--- config.mk ---
export PLATFORM = sky130hd
export DESIGN_NAME = imem_loader
export DESIGN_NICKNAME = d
export VERILOG_FILES = /design/src/rtl/imem_loader.sv
export SDC_FILE = /design/constraint.sdc
export NUM_CORES = 1
export LEC_CHECK = 0
export ABC_AREA = 0
export CAP_MARGIN = 25
export CORE_MARGIN = 5
export CORE_UTILIZATION = 48
export DETAILED_ROUTE_END_ITERATION = 10
export GPL_ROUTABILITY_DRIVEN = 0
export PLACE_DENSITY = 0.81
export SYNTH_ARGS = -nofsm -noshare
export SYNTH_HDL_FRONTEND = slang
export SYNTH_SLANG_ARGS = --single-unit
--- constraint.sdc ---
create_clock -name clock -period 11.3 [get_ports clock]
set_clock_uncertainty 0.2 [all_clocks]
set_input_delay 2.26 -clock clock [delete_from_list [all_inputs] [get_ports clock]]
set_output_delay 2.26 -clock clock [all_outputs]
set_load 0.005 [all_outputs]
--- src/rtl/imem_loader.sv ---
// Instruction-memory loader: packs a big-endian byte stream into 32-bit words and writes them
// at word-aligned addresses while holding the CPU. Optional trailing checksum: IMEM_LOADER_CHECKSUM_EN.
module imem_loader #(
  parameter int          WORDS     = 64,
  parameter logic [31:0] BASE_ADDR = 32'h0000_0000,
  parameter int          CNT_W     = 16
) (
  input  logic             clock,
  input  logic             reset,
  input  logic             load_start,
  input  logic [CNT_W-1:0] word_count,
  input  logic             byte_valid,
  input  logic [7:0]       byte_data,
  output logic             byte_ready,
  output logic             wr_en,
  output logic [31:0]      wr_addr,
  output logic [31:0]      wr_data,
  output logic             busy,
  output logic             cpu_hold,
  output logic             done,
  output logic             load_err
);

  typedef enum logic [2:0] {
    S_IDLE,
    S_CHECK,
    S_ASSEMBLE,
    S_WRITE,
    S_VERIFY,
    S_DONE
  } state_t;

  localparam logic [CNT_W:0] WORDS_L = (CNT_W + 1)'(WORDS);

  state_t           r_state;
  logic [CNT_W-1:0] r_remain;
  logic [1:0]       r_byte_idx;
  logic [23:0]      r_asm;
  logic             r_byte_ready;
  logic             r_wr_en;
  logic [31:0]      r_wr_addr;
  logic [31:0]      r_wr_data;
  logic             r_busy;
  logic             r_done;
  logic             r_load_err;
`ifdef IMEM_LOADER_CHECKSUM_EN
  logic [7:0]       r_csum;
`endif

  // Byte transfers only happen while byte_ready is up, which is only in ASSEMBLE/VERIFY.
  logic w_xfer;
  assign w_xfer = byte_valid && r_byte_ready;

  always_ff @(posedge clock or posedge reset) begin
    if (reset) begin
      r_state      <= S_IDLE;
      r_remain     <= '0;
      r_byte_idx   <= '0;
      r_asm        <= '0;
      r_byte_ready <= 1'b0;
      r_wr_en      <= 1'b0;
      r_wr_addr    <= BASE_ADDR;
      r_wr_data    <= '0;
      r_busy       <= 1'b0;
      r_done       <= 1'b0;
      r_load_err   <= 1'b0;
`ifdef IMEM_LOADER_CHECKSUM_EN
      r_csum       <= '0;
`endif
    end else begin
      r_wr_en <= 1'b0;
      r_done  <= 1'b0;
      case (r_state)
        S_IDLE: begin
          if (load_start) begin
            r_remain   <= word_count;
            r_wr_addr  <= BASE_ADDR;
            r_load_err <= 1'b0;
            r_byte_idx <= '0;
            r_busy     <= 1'b1;
            r_state    <= S_CHECK;
`ifdef IMEM_LOADER_CHECKSUM_EN
            r_csum     <= '0;
`endif
          end
        end
        S_CHECK: begin
          if (r_remain == '0) begin
            r_done  <= 1'b1;
            r_state <= S_DONE;
          end else if ({1'b0, r_remain} > WORDS_L) begin
            r_load_err <= 1'b1;
            r_done     <= 1'b1;
            r_state    <= S_DONE;
          end else begin
            r_byte_ready <= 1'b1;
            r_state      <= S_ASSEMBLE;
          end
        end
        S_ASSEMBLE: begin
          if (w_xfer) begin
            r_asm      <= {r_asm[15:0], byte_data};
            r_byte_idx <= r_byte_idx + 2'd1;
`ifdef IMEM_LOADER_CHECKSUM_EN
            r_csum     <= r_csum ^ byte_data;
`endif
            // First byte ends up in the MSB after four shifts.
            if (r_byte_idx == 2'd3) begin
              r_wr_data    <= {r_asm, byte_data};
              r_wr_en      <= 1'b1;
              r_byte_ready <= 1'b0;
              r_state      <= S_WRITE;
            end
          end
        end
        S_WRITE: begin
          r_wr_addr <= r_wr_addr + 32'd4;
          r_remain  <= r_remain - 1'b1;
          if (r_remain == CNT_W'(1)) begin
`ifdef IMEM_LOADER_CHECKSUM_EN
            r_byte_ready <= 1'b1;
            r_state      <= S_VERIFY;
`else
            r_done  <= 1'b1;
            r_state <= S_DONE;
`endif
          end else begin
            r_byte_ready <= 1'b1;
            r_state      <= S_ASSEMBLE;
          end
        end
        S_VERIFY: begin
`ifdef IMEM_LOADER_CHECKSUM_EN
          if (w_xfer) begin
            if (byte_data != r_csum) r_load_err <= 1'b1;
            r_byte_ready <= 1'b0;
            r_done       <= 1'b1;
            r_state      <= S_DONE;
          end
`else
          r_byte_ready <= 1'b0;
          r_state      <= S_IDLE;
`endif
        end
        S_DONE: begin
          r_busy  <= 1'b0;
          r_state <= S_IDLE;
        end
        default: begin
          r_byte_ready <= 1'b0;
          r_busy       <= 1'b0;
          r_state      <= S_IDLE;
        end
      endcase
    end
  end

  assign byte_ready = r_byte_ready;
  assign wr_en      = r_wr_en;
  assign wr_addr    = r_wr_addr;
  assign wr_data    = r_wr_data;
  assign busy       = r_busy;
  assign cpu_hold   = r_busy;
  assign done       = r_done;
  assign load_err   = r_load_err;

endmodule

**Yosys cells after proc, flatten, opt, wreduce, memory -nomap -nowiden**

Cells that the tools add are included.

- $add $sub $neg: 3
- Order comparisons: 1
- Equality and inequality tests: 14
- Muxes and demuxes: 33
- Bitwise gates (word level): 2
- Reduce and logical (&&, ||, !) cells: 16

Operators by type and width:

| kind | number |
|---|---|
| $pmux W32 S2 | 1 |
| $add A32 B3 Y32 const B | 1 |
| $mux W32 | 1 |
| $pmux W16 S2 | 1 |
| $mux W3 | 6 |
| $eq A16 B1 Y1 const B | 1 |
| $gt A16 B7 Y1 const B | 1 |
| $logic_not A16 Y1 | 1 |
| $mux W16 | 1 |
| $sub A16 B1 Y16 const B | 1 |
| $mux W1 | 15 |
| $ne A2 B2 Y1 const B | 7 |
| $pmux W3 S4 | 1 |
| $reduce_and A3 Y1 | 3 |
| $eq A3 B2 Y1 const B | 2 |
| $eq A3 B3 Y1 const B | 2 |
| $pmux W1 S2 | 3 |
| $reduce_and A2 Y1 | 3 |
| $reduce_and A6 Y1 | 1 |
| $reduce_bool A2 Y1 | 3 |
| $mux W2 | 2 |
| $pmux W1 S4 | 1 |
| $pmux W2 S2 | 1 |
| $reduce_and A4 Y1 | 1 |
| 8 further kinds | 9 |

- Bits in registers: 114
- Input port bits: 28
- Word-level logic and storage cells: 80

**Logic depth before layout (Yosys ltp)**

- Depth after elaboration: 4
- Gate-level depth with buffers: 7
- Depth with buffers taken out: 5

**Least setup slack after synthesis**

No wires, ideal clock.

- Kind: input to register
- Start: input port load_start
- End: register r_remain[12]
- Library setup time: 0.127 ns
- Arrival time: 3.293 ns
- Data required time: 10.973 ns
- Setup slack: 7.680 ns
- Cell stages on the path: 4
- Buffers on the path: 0
- Cell sequence: nor4b_2 > nor2_1 > a21o_1 > a221o_2

- Word-level cells in the longest chain between the ends: 2

Ends and longest elaborated chain:

| element | line | source |
|---|---|---|
| start, declared | 10 | `input logic load_start,` |
| $ne A2 B2 Y1 (no line) | n/a |  |
| $reduce_and A2 Y1 (no line) | n/a |  |
| end signal, assigned | 76 | `r_remain <= word_count;` |
| end signal, assigned | 118 | `r_remain <= r_remain - 1'b1;` |
| end, declared | 36 | `logic [CNT_W-1:0] r_remain;` |

No other way between the ends.
A chain may end at the register's enable or synchronous reset.

**Final worst setup path**

- Start: input port byte_valid
- End: register r_wr_data[10] (netlist: wr_data[10])

- Word-level cells in the longest chain between the ends: 2

Ends and longest elaborated chain:

| element | line | source |
|---|---|---|
| start, declared | 12 | `input logic byte_valid,` |
| $logic_and A1 B1 Y1 | 52 | `assign w_xfer = byte_valid && r_byte_ready;` |
| $reduce_and A3 Y1 (no line) | n/a |  |
| end signal, assigned | 109 | `r_wr_data <= {r_asm, byte_data};` |
| end, declared | 42 | `logic [31:0] r_wr_data;` |

No other way between the ends.

==> impl_metrics.json <==
{
  "syn_inst": 443,
  "grt_max_degree": 58,
  "synth_xor_area_share_pct": 0.6869,
  "clk_pin_slew_worst_paths_ns": 0.10,
  "yosys.area.top_type_share_pct": 54.96,
  "grt_usage_pct": 18.12,
  "period_minus_slack_ns": 4.221,
  "diodes": 0,
  "overflow": 0,
  "fillers": 859,
  "yosysSeqAreaShare_pct": 54.96,
  "seq_power_share_pct": 53.5,
  "power.density_nw_per_um2": 153.7,
  "rows": 37,
  "period_share_pct": 37.35,
  "drive_gt1_share_pct": 16.04,
  "synthAdderAreaFrac_pct": 1.227,
  "synth_common_cells": "dfrtp_1 (112), mux2_2 (56), nand2_1 (51), nand3_1 (20)",
  "p_clk_share_pct": 22.6,
  "setup_ws_ns": 7.079,
  "switching_share_pct": 33.53,
  "synth_ff_type": "dfrtp_1",
  "synth_cell_types": 53,
  "die_y_um": 113.1,
  "setup_viol_count_final": 0,
  "synth_area_leader_cell": "dfrtp_1",
  "maxSlewHeadroom_pct": 42.36,
  "pin_count": 98,
  "rsz0062_at_grt": "false",
  "endpoint_kind": "flop",
  "grt_pass1_vias": 3855,
  "leakage_nw": 2.879,
  "drt_wl_total_mm": 11.18,
  "vias": 3822,
  "die_area_um2": 12790,
  "path_class": "input pin to flop",
  "register_area_um2": 2803,
  "clk_latency_ns": 0.37,
  "stdcell_count": 672,
  "power_switching_mw": 0.3263,
  "nets": 564,
  "yosysMostFrequentCell": "dfrtp_1",
  "wl_per_cell_um": 16.64,
  "port_buffers": 95,
  "synth-edff-count": 0,
  "topRoutingLayerUsed": "met4",
  "hp-class": "flop to flop",
  "syn2layout_area_growth_pct": 24.17,
  "grt_pass1_wl_mm": 18.90,
  "synth_area_leaders": "dfrtp_1 (55%), mux2_2 (12%), nand2_1 (3.8%), mux2i_1 (3.5%), nand4_1 (2.1%)",
  "ant_nets": 0,
  "die_w_um": 113.1,
  "synthMuxAreaShare_pct": 15.90,
  "cp_max_fo": 33,
  "start_util_pct": 49.40,
  "fp.coreArea_um2": 10320,
  "clockRootBuffer": "clkbuf_8",
  "h-tree-depth": 3,
  "yosysWarningCount": 0,
  "final_area_um2": 6332,
  "drt_iter0_drc": 195,
  "critPathLaunchType": "input pin",
  "hold_violations": 0,
  "cts_num_sinks": 112,
  "first_pass_iters": 4,
  "synth_top_family_by_area": "multiplexers",
  "dp_hpwl_mm": 7.887,
  "synth_area_um2": 5100,
  "drv_cap": 0,
  "cts_setup_buffers": 0,
  "multiInputGateArea_um2": 2152,
  "wl_met2_mm": 5.884,
  "yosys_register_bits": 112,
  "hold_buffers": 0,
  "synth_compound_area_share_pct": 8.660,
  "final_max_slew_viol_count": 0,
  "clk_path_buf_depth": 2,
  "place_area_um2": 6153,
  "dp_slack_ns": 6.684,
  "combPwrFrac_pct": 23.9,
  "tightest_slew_ns": 0.8614,
  "p_int_mw": 0.6469,
  "arrival_ns": 4.28,
  "setup_tns_ns": 0,
  "synthArstFlopShare_pct": 100.0,
  "grt_antenna_before_repair": 0,
  "via_per_inst": 5.688,
  "post_cts_resize_count": 0,
  "cts_tree": "built",
  "synth_area_per_cell_um2": 11.51,
  "cts_made_buffers": 9,
  "dr_wl_met3_um": 421,
  "dp_cells": 656,
  "power_mw": 0.9732,
  "ir_drop_mv": 0.08695,
  "synthSimpleGateAreaFrac_pct": 15.58,
  "critPathRequiredTime_ns": 11.36,
  "drc": 0,
  "drt-met1-wl_mm": 4.691,
  "status": "finished, final reports clean",
  "fmax_ghz": 0.2369
}
cell type report:
class / count / share of cell area, %
Sequential cell: 112 / 44.26
Clock inverter: 6 / 0.8101
Tap cell: 136 / 2.687
Clock buffer: 10 / 2.015
Multi-Input combinational cell: 298 / 33.99
Timing Repair Buffer: 100 / 15.61
Inverter: 10 / 0.6323
power by group through the flow:
| stage | clock [mW] | sequential, mW | combinational (mW) |
|---|---|---|---|
| floorplan | 0 | 0.502 | 0.162 |
| CTS | 0.231 | 0.519 | 0.233 |
| global placement | 0 | 0.523 | 0.224 |
| detailed placement | 0 | 0.526 | 0.233 |
| global route | 0.246 | 0.532 | 0.261 |
| finish | 0.220 | 0.521 | 0.232 |
layout by cell type (no fill, tap or decap), drive strengths merged, types with 8 or more instances in the layout:
master	netlist	final
a21oi	8	8
clkbuf	12	10
clkdlybuf4s50	0	95
dfrtp	112	112
inv	10	12
mux2	56	56
mux2i	18	18
nand2	51	51
nand3	20	20
nand4	17	17
nor2	14	14
nor3	9	9
o211ai	8	8
o21ai	18	18
cells by family (layout without fill, tap and decap cells):
group	Yosys count	count (layout)
adder cells (fa/ha/maj)	5	5
multiplexers	74	74
buffers and inverters	34	126
other	1	2
AND/OR/NAND/NOR	149	149
flip-flops	112	112
AO/OA/AOI/OAI	64	64
XOR/XNOR	4	4
worst max-delay path, cell delays in order:
cell             delay, ns
clkdlybuf4s50_1       0.43
nand4_1               0.11
buf_4                 0.35
or2_2                 0.70
mux2_2                0.42
metrics by stage:
step / hold slack, ns / util, %
final: 0.2897 / 61.34
after global routing: 0.3294 / 61.34
after CTS: 0.2874 / 61.34
after detailed placement: 0.2677 / 59.60
after global placement: 0.2603 / 59.60
after floorplan: 0.2674 / -
path summary, 6_finish.rpt:
check | start | slack (ns) | cells after the start | endpoint
min reg2reg | wr_addr[31]$_DFFE_PP0P_ | 0.29 | 1 | wr_addr[31]$_DFFE_PP0P_
max | byte_valid | 7.08 | 5 | wr_data[10]$_DFFE_PP0P_
max in group asynchronous | reset | 7.56 | 3 | r_remain[15]$_DFFE_PP0P_
max reg2reg | r_state[1]$_DFFE_PP0P_ | 8.45 | 4 | wr_addr[13]$_DFFE_PP0P_
min in group asynchronous | reset | 2.15 | 2 | r_asm[2]$_DFFE_PP0P_
min | wr_addr[31]$_DFFE_PP0P_ | 0.29 | 1 | wr_addr[31]$_DFFE_PP0P_
state kept, by name, indices dropped and copies added (netlist names), 2 cells and up:
name        count
wr_data        32
wr_addr        30
r_asm          24
r_remain       16
r_state         3
r_byte_idx      2
layer usage:
metal / GRT usage [%] / up-vias
met2: 30.65 / 87
li1: - / 1802
met3: 3.422 / 14
met4: 6.010 / 0
met5: 0 / -
met1: 23.52 / 1919
Power figures use the tool's default switching activity.
